### config.mk
export PLATFORM = sky130hd
export DESIGN_NAME = uart_rx_mmio
export DESIGN_NICKNAME = d
export VERILOG_FILES = /design/src/rtl/uart_rx_mmio.sv
export SDC_FILE = /design/constraint.sdc
export NUM_CORES = 1
export LEC_CHECK = 0
export CAP_MARGIN = 20
export CORE_MARGIN = 2
export CORE_UTILIZATION = 45
export DETAILED_ROUTE_END_ITERATION = 16
export GPL_TIMING_DRIVEN = 0
export PLACE_DENSITY_LB_ADDON = 0.1
export SYNTH_ARGS = -nofsm -noshare
export SYNTH_HDL_FRONTEND = slang
export SYNTH_SLANG_ARGS = --single-unit
### constraint.sdc
create_clock -name clk -period 4 [get_ports clk]
set_clock_uncertainty 0.1 [all_clocks]
set_input_delay 0.6 -clock clk [delete_from_list [all_inputs] [get_ports clk]]
set_output_delay 0.6 -clock clk [all_outputs]
set_load 0.02 [all_outputs]
### src/rtl/uart_rx_mmio.sv
// uart_rx_mmio: 16x-oversampled UART receiver (start, 8 data LSB first,
// even parity, stop) feeding a 4-entry byte FIFO that is read through
// memory-mapped data and status registers.
module uart_rx_mmio #(
  parameter int unsigned CLK_FREQ  = 1000000,
  parameter int unsigned BAUD_RATE = 2400,
  parameter int unsigned DATA_ADDR = 60,
  parameter int unsigned STAT_ADDR = 61
) (
  input  logic        clk,
  input  logic        rst_n,
  input  logic        rx,
  input  logic [31:0] address,
  input  logic        mem_read,
  output logic [31:0] RD,
  output logic        rx_done,
  output logic        rx_irq
);

  localparam int unsigned DIV = CLK_FREQ / (BAUD_RATE * 16);
  localparam int unsigned TW  = (DIV > 1) ? $clog2(DIV) : 1;
  localparam logic [TW-1:0] TMAX = TW'(DIV - 1);

  typedef enum logic [2:0] {
    S_IDLE  = 3'd0,
    S_START = 3'd1,
    S_DATA  = 3'd2,
    S_PAR   = 3'd3,
    S_STOP  = 3'd4
  } state_t;

  // Even parity: the parity bit equals the XOR of the data bits.
  function automatic logic even_par(input logic [7:0] d);
    return ^d;
  endfunction

  logic [1:0]    sync_q;
  logic          rxs_s;
  logic [TW-1:0] tcnt_q;
  logic          tick_s;

  state_t        state_q;
  logic [3:0]    scnt_q;
  logic [2:0]    bidx_q;
  logic [7:0]    shreg_q;
  logic          pbad_q;
  logic          push_q;
  logic          perr_set_q;
  logic          ferr_set_q;

  logic [7:0]    mem_q [4];
  logic [1:0]    wptr_q, wptr_d;
  logic [1:0]    rptr_q, rptr_d;
  logic [2:0]    count_q, count_d;
  logic          par_q, par_d;
  logic          frm_q, frm_d;
  logic          ovr_q, ovr_d;
  logic [31:0]   rd_q, rd_d;
  logic          rx_done_q;
  logic          rx_irq_q;

  logic          full_s, pop_s, wr_s, ovr_set_s, stat_rd_s, data_rd_s;

  assign rxs_s  = sync_q[1];
  assign tick_s = (tcnt_q == TMAX);

  // Two-flop synchronizer for the asynchronous serial input.
  always_ff @(posedge clk) begin
    if (!rst_n) sync_q <= 2'b11;
    else        sync_q <= {sync_q[0], rx};
  end

  // Free-running oversample tick divider.
  always_ff @(posedge clk) begin
    if (!rst_n)      tcnt_q <= '0;
    else if (tick_s) tcnt_q <= '0;
    else             tcnt_q <= tcnt_q + TW'(1);
  end

  // Frame receiver FSM; produces one-cycle push and error-set pulses.
  always_ff @(posedge clk) begin
    if (!rst_n) begin
      state_q    <= S_IDLE;
      scnt_q     <= 4'd0;
      bidx_q     <= 3'd0;
      shreg_q    <= 8'd0;
      pbad_q     <= 1'b0;
      push_q     <= 1'b0;
      perr_set_q <= 1'b0;
      ferr_set_q <= 1'b0;
    end else begin
      push_q     <= 1'b0;
      perr_set_q <= 1'b0;
      ferr_set_q <= 1'b0;
      case (state_q)
        S_IDLE: begin
          if (!rxs_s) begin
            scnt_q  <= 4'd0;
            state_q <= S_START;
          end
        end
        S_START: begin
          if (tick_s) begin
            if (scnt_q == 4'd7) begin
              if (!rxs_s) begin
                scnt_q  <= 4'd0;
                bidx_q  <= 3'd0;
                state_q <= S_DATA;
              end else begin
                state_q <= S_IDLE;   // glitch, not a real start bit
              end
            end else begin
              scnt_q <= scnt_q + 4'd1;
            end
          end
        end
        S_DATA: begin
          if (tick_s) begin
            scnt_q <= scnt_q + 4'd1;
            if (scnt_q == 4'd15) begin
              shreg_q <= {rxs_s, shreg_q[7:1]};
              bidx_q  <= bidx_q + 3'd1;
              if (bidx_q == 3'd7) state_q <= S_PAR;
            end
          end
        end
        S_PAR: begin
          if (tick_s) begin
            scnt_q <= scnt_q + 4'd1;
            if (scnt_q == 4'd15) begin
              pbad_q  <= (rxs_s != even_par(shreg_q));
              state_q <= S_STOP;
            end
          end
        end
        S_STOP: begin
          if (tick_s) begin
            scnt_q <= scnt_q + 4'd1;
            if (scnt_q == 4'd15) begin
              if (pbad_q || !rxs_s) begin
                perr_set_q <= pbad_q;
                ferr_set_q <= !rxs_s;
              end else begin
                push_q <= 1'b1;
              end
              // Leaving at mid-stop lets a back-to-back start bit be seen.
              state_q <= S_IDLE;
            end
          end
        end
        default: state_q <= S_IDLE;
      endcase
    end
  end

  assign full_s    = (count_q == 3'd4);
  assign data_rd_s = mem_read && (address == DATA_ADDR);
  assign stat_rd_s = mem_read && (address == STAT_ADDR);
  assign pop_s     = data_rd_s && (count_q != 3'd0);
  assign wr_s      = push_q && (!full_s || pop_s);
  assign ovr_set_s = push_q && full_s && !pop_s;

  // FIFO pointer/count, sticky flag and read-data next-state logic.
  always_comb begin
    wptr_d = wr_s  ? (wptr_q + 2'd1) : wptr_q;
    rptr_d = pop_s ? (rptr_q + 2'd1) : rptr_q;
    case ({wr_s, pop_s})
      2'b10:   count_d = count_q + 3'd1;
      2'b01:   count_d = count_q - 3'd1;
      default: count_d = count_q;
    endcase
    // A new error in the clearing cycle must survive the clear.
    par_d = (par_q & ~stat_rd_s) | perr_set_q;
    frm_d = (frm_q & ~stat_rd_s) | ferr_set_q;
    ovr_d = (ovr_q & ~stat_rd_s) | ovr_set_s;
    if (data_rd_s) begin
      rd_d = {24'd0, (pop_s ? mem_q[rptr_q] : 8'd0)};
    end else if (stat_rd_s) begin
      rd_d = {26'd0, count_q, ovr_q, frm_q, par_q};
    end else begin
      rd_d = rd_q;
    end
  end

  // FIFO storage write port.
  always_ff @(posedge clk) begin
    if (!rst_n) begin
      for (int i = 0; i < 4; i++) mem_q[i] <= 8'd0;
    end else if (wr_s) begin
      mem_q[wptr_q] <= shreg_q;
    end else begin
      mem_q[wptr_q] <= mem_q[wptr_q];
    end
  end

  // FIFO control, sticky flags and registered MMIO outputs.
  always_ff @(posedge clk) begin
    if (!rst_n) begin
      wptr_q    <= 2'd0;
      rptr_q    <= 2'd0;
      count_q   <= 3'd0;
      par_q     <= 1'b0;
      frm_q     <= 1'b0;
      ovr_q     <= 1'b0;
      rd_q      <= 32'd0;
      rx_done_q <= 1'b0;
      rx_irq_q  <= 1'b0;
    end else begin
      wptr_q    <= wptr_d;
      rptr_q    <= rptr_d;
      count_q   <= count_d;
      par_q     <= par_d;
      frm_q     <= frm_d;
      ovr_q     <= ovr_d;
      rd_q      <= rd_d;
      rx_done_q <= wr_s;
      rx_irq_q  <= (count_d != 3'd0);
    end
  end

  assign RD      = rd_q;
  assign rx_done = rx_done_q;
  assign rx_irq  = rx_irq_q;

endmodule

==> metrics <==
Antenna Nets Post-Route 0; sequential fraction of the synthesis area 46.99%; worst-path cell chain clkdlybuf4s50_1 -> nor4_1 -> nand4_1 -> nor2_1 -> clkbuf_1 -> nand3_1 -> fa_1 -> and3_1 -> nor3b_1 -> a221oi_1 -> a41oi_1; PortBufs 44; IO Pins 70; Critical Path Start Type primary input; FP Rows 35; fin. max-slew vios 0; RSZ-0062 raised after global routing no; CP max-delay cell clkbuf_1; dpl hpwl 6754 microns; Avg Cell Area, Syn 9.995 sq um; Area contributors post-synth dfxtp_1 24%, edfxtp_1 23%, nor2_1 5.3%, buf_4 4.4%, mux4_2 4.3%; Placer Congestion 0.9064; Syn Inst Count 422; yosys warns 0; placed cell area 4888 sq um; WL per Instance 15.41 microns; Finished Cell Area 5072 sq um; post-synth top area share 24.21%; Slew @ Worst Pin 0.8537 ns; Final min period 3.613 ns; worst rel slew slack 42.60%; r2r setup slk 1.22 ns; Required @ worst endpoint 4.11 ns; initial antenna violation count 0; flops & latches, synth 83; Static Leak 1.796 nW; CTS H-tree lvls 3; Crit Path Max Fanout 10; die area 10160 sq um; Chip Width 100.8 microns; Setup crit start address[7]; hold_buf cts 0; Final Hold Viols 0; Max Cap Violations 0; DRC 0; nets@finish 543; vias in the first global route 3086; Hold Crit Start sync_q[0]; Clk Latency, worst-skew pair 0.35 ns; worst flop-to-flop path startpoint count_q[2]; total power draw 1.593 mW; die height 100.8 microns; CTS sink count 83; largest net degree at the start of global routing 17; CTS tree built; clock transition at the registers of the reported paths 0.09 ns; Post-synth EDFFs 32; TritonCTS buffer count 9; global-route wire length before repair 15180 microns; Peak Freq 0.2768 GHz; Finished Layout Cells 617; critical path class in -> reg; fin crit share 90.33%; vias per cell 5.368; placed insts 601; GRT Util Overall 19.36%; Critical Path AT 3.72 ns; FF+latch area 1982 sq um; Multi-input gate area 1948 sq um; CP max stage delay 0.42 ns; CP endpoint kind flop; Worst VDD drop 218.1 uV; Total Negative Setup Slacks 0 ns; layout cells sized above 1 14.23%; Main synth FF type dfxtp_1; 1st-iter DRT viols 164; endpoints failing setup 0; Post CTS Setup Buffer Count 0; core footprint 9153 sq um; post-CTS sizing 0; family with the most delay on the worst path simple AND/OR/NAND/NOR gates; CTS max path bufs 2; Post-Syn Area 4218 sq um; Diodes inserted 0; Initial Util 46.08%; Clock Root Buffer clkbuf_8; Hold WC Path Type reg -> reg; Fill cells 829; FFs w/ async S/R, synth 0%; area leader, netlist dfxtp_1; synth unique cells 64; final WL 9508 microns; CP bufs+invs 2; utilization after layout 55.42%; area grow syn2layout 20.26%; Pre-Repair DR Iteration Count 5; grt total ovfl 0; status finished, final reports clean; vias 3312; power per cell area 314.0 nW/um^2
==> synthesized netlist by cell type (5+ instances only) <==
master,number
edfxtp_1,32
dfxtp_1,51
a21oi_1,21
nand4_1,6
nand2b_1,7
nor3_2,8
xnor2_1,6
o21ai_0,10
inv_1,15
nand2_1,16
nor4_1,11
nand3_1,13
nor4_2,5
mux4_2,8
mux2i_1,11
a221oi_1,5
buf_4,25
ha_1,5
xor2_1,5
nor2_1,59
nor3_1,10
clkbuf_1,21
==> metal layers <==
| metal | global-route usage, % | up-vias | routed length, microns |
|---|---|---|---|
| met1 | 26.27 | 1546 | 4418 |
| met4 | 7.482 | 0 | 127 |
| met5 | 0 | - | 0 |
| met3 | 3.606 | 12 | 627 |
| met2 | 30.77 | 116 | 4335 |
| li1 | - | 1638 | - |
==> cells in the final DEF, fill, tap and decap left out, types with 11 or more instances in the layout <==
master	n
conb_1	24
nor2_1	59
nand3_1	13
a21oi_1	21
dfxtp_1	51
buf_4	25
mux2i_1	11
clkbuf_1	21
nand2_1	16
edfxtp_1	32
nor4_1	11
clkdlybuf4s50_1	44
inv_1	15
==> cell families after synthesis <==
kind of cell | synth area share [%]
other | 0.08891
xor gates and xnor gates | 2.818
DFF | 46.99
buffers and inverters | 8.870
adders and majority gates | 2.195
and+or+nand+nor | 21.15
AOI/OAI and AO/OA | 10.47
muxes | 7.416
==> final timing paths <==
check         endpoint  cells past startpoint
min          sync_q[1]                      1
max             rx_irq                     11
min reg2reg  sync_q[1]                      1
max reg2reg     rx_irq                      9
==> area by class of cell <==
type,count,area share [%]
flip-flops and latches,83,39.07
multi-input cells,292,38.41
repair buffers,45,8.781
plain buffers,51,5.969
well taps,111,2.738
clock buffers,9,2.442
inverters,19,1.406
clock inverters,7,1.184
==> flip-flops by register name, indices dropped and copies added (netlist names), 2 cells and up, named ones only <==
signal,count
RD,8
bidx_q,3
count_q,3
mem_q,32
rptr_q,2
scnt_q,4
shreg_q,8
state_q,3
sync_q,2
tcnt_q,5
wptr_q,2
==> report_power, final <==
group	leakage (nW)	switching, mW	total [mW]	internal [mW]
clock	0.0904	0.328	0.562	0.234
combinational	0.960	0.0690	0.133	0.0644
sequential	0.746	0.00667	0.897	0.890
==> through the flow <==
stage | hold slack, ns | worst slack, ns
finish | 0.3090 | 0.3867
global route | 0.3212 | 0.05950
CTS | 0.3112 | 0.3640
detailed placement | 0.2914 | -0.003505
global placement | 0.2900 | -0.03106
floorplan | 0.2863 | 0.9717
Power figures use the tool's default switching activity.
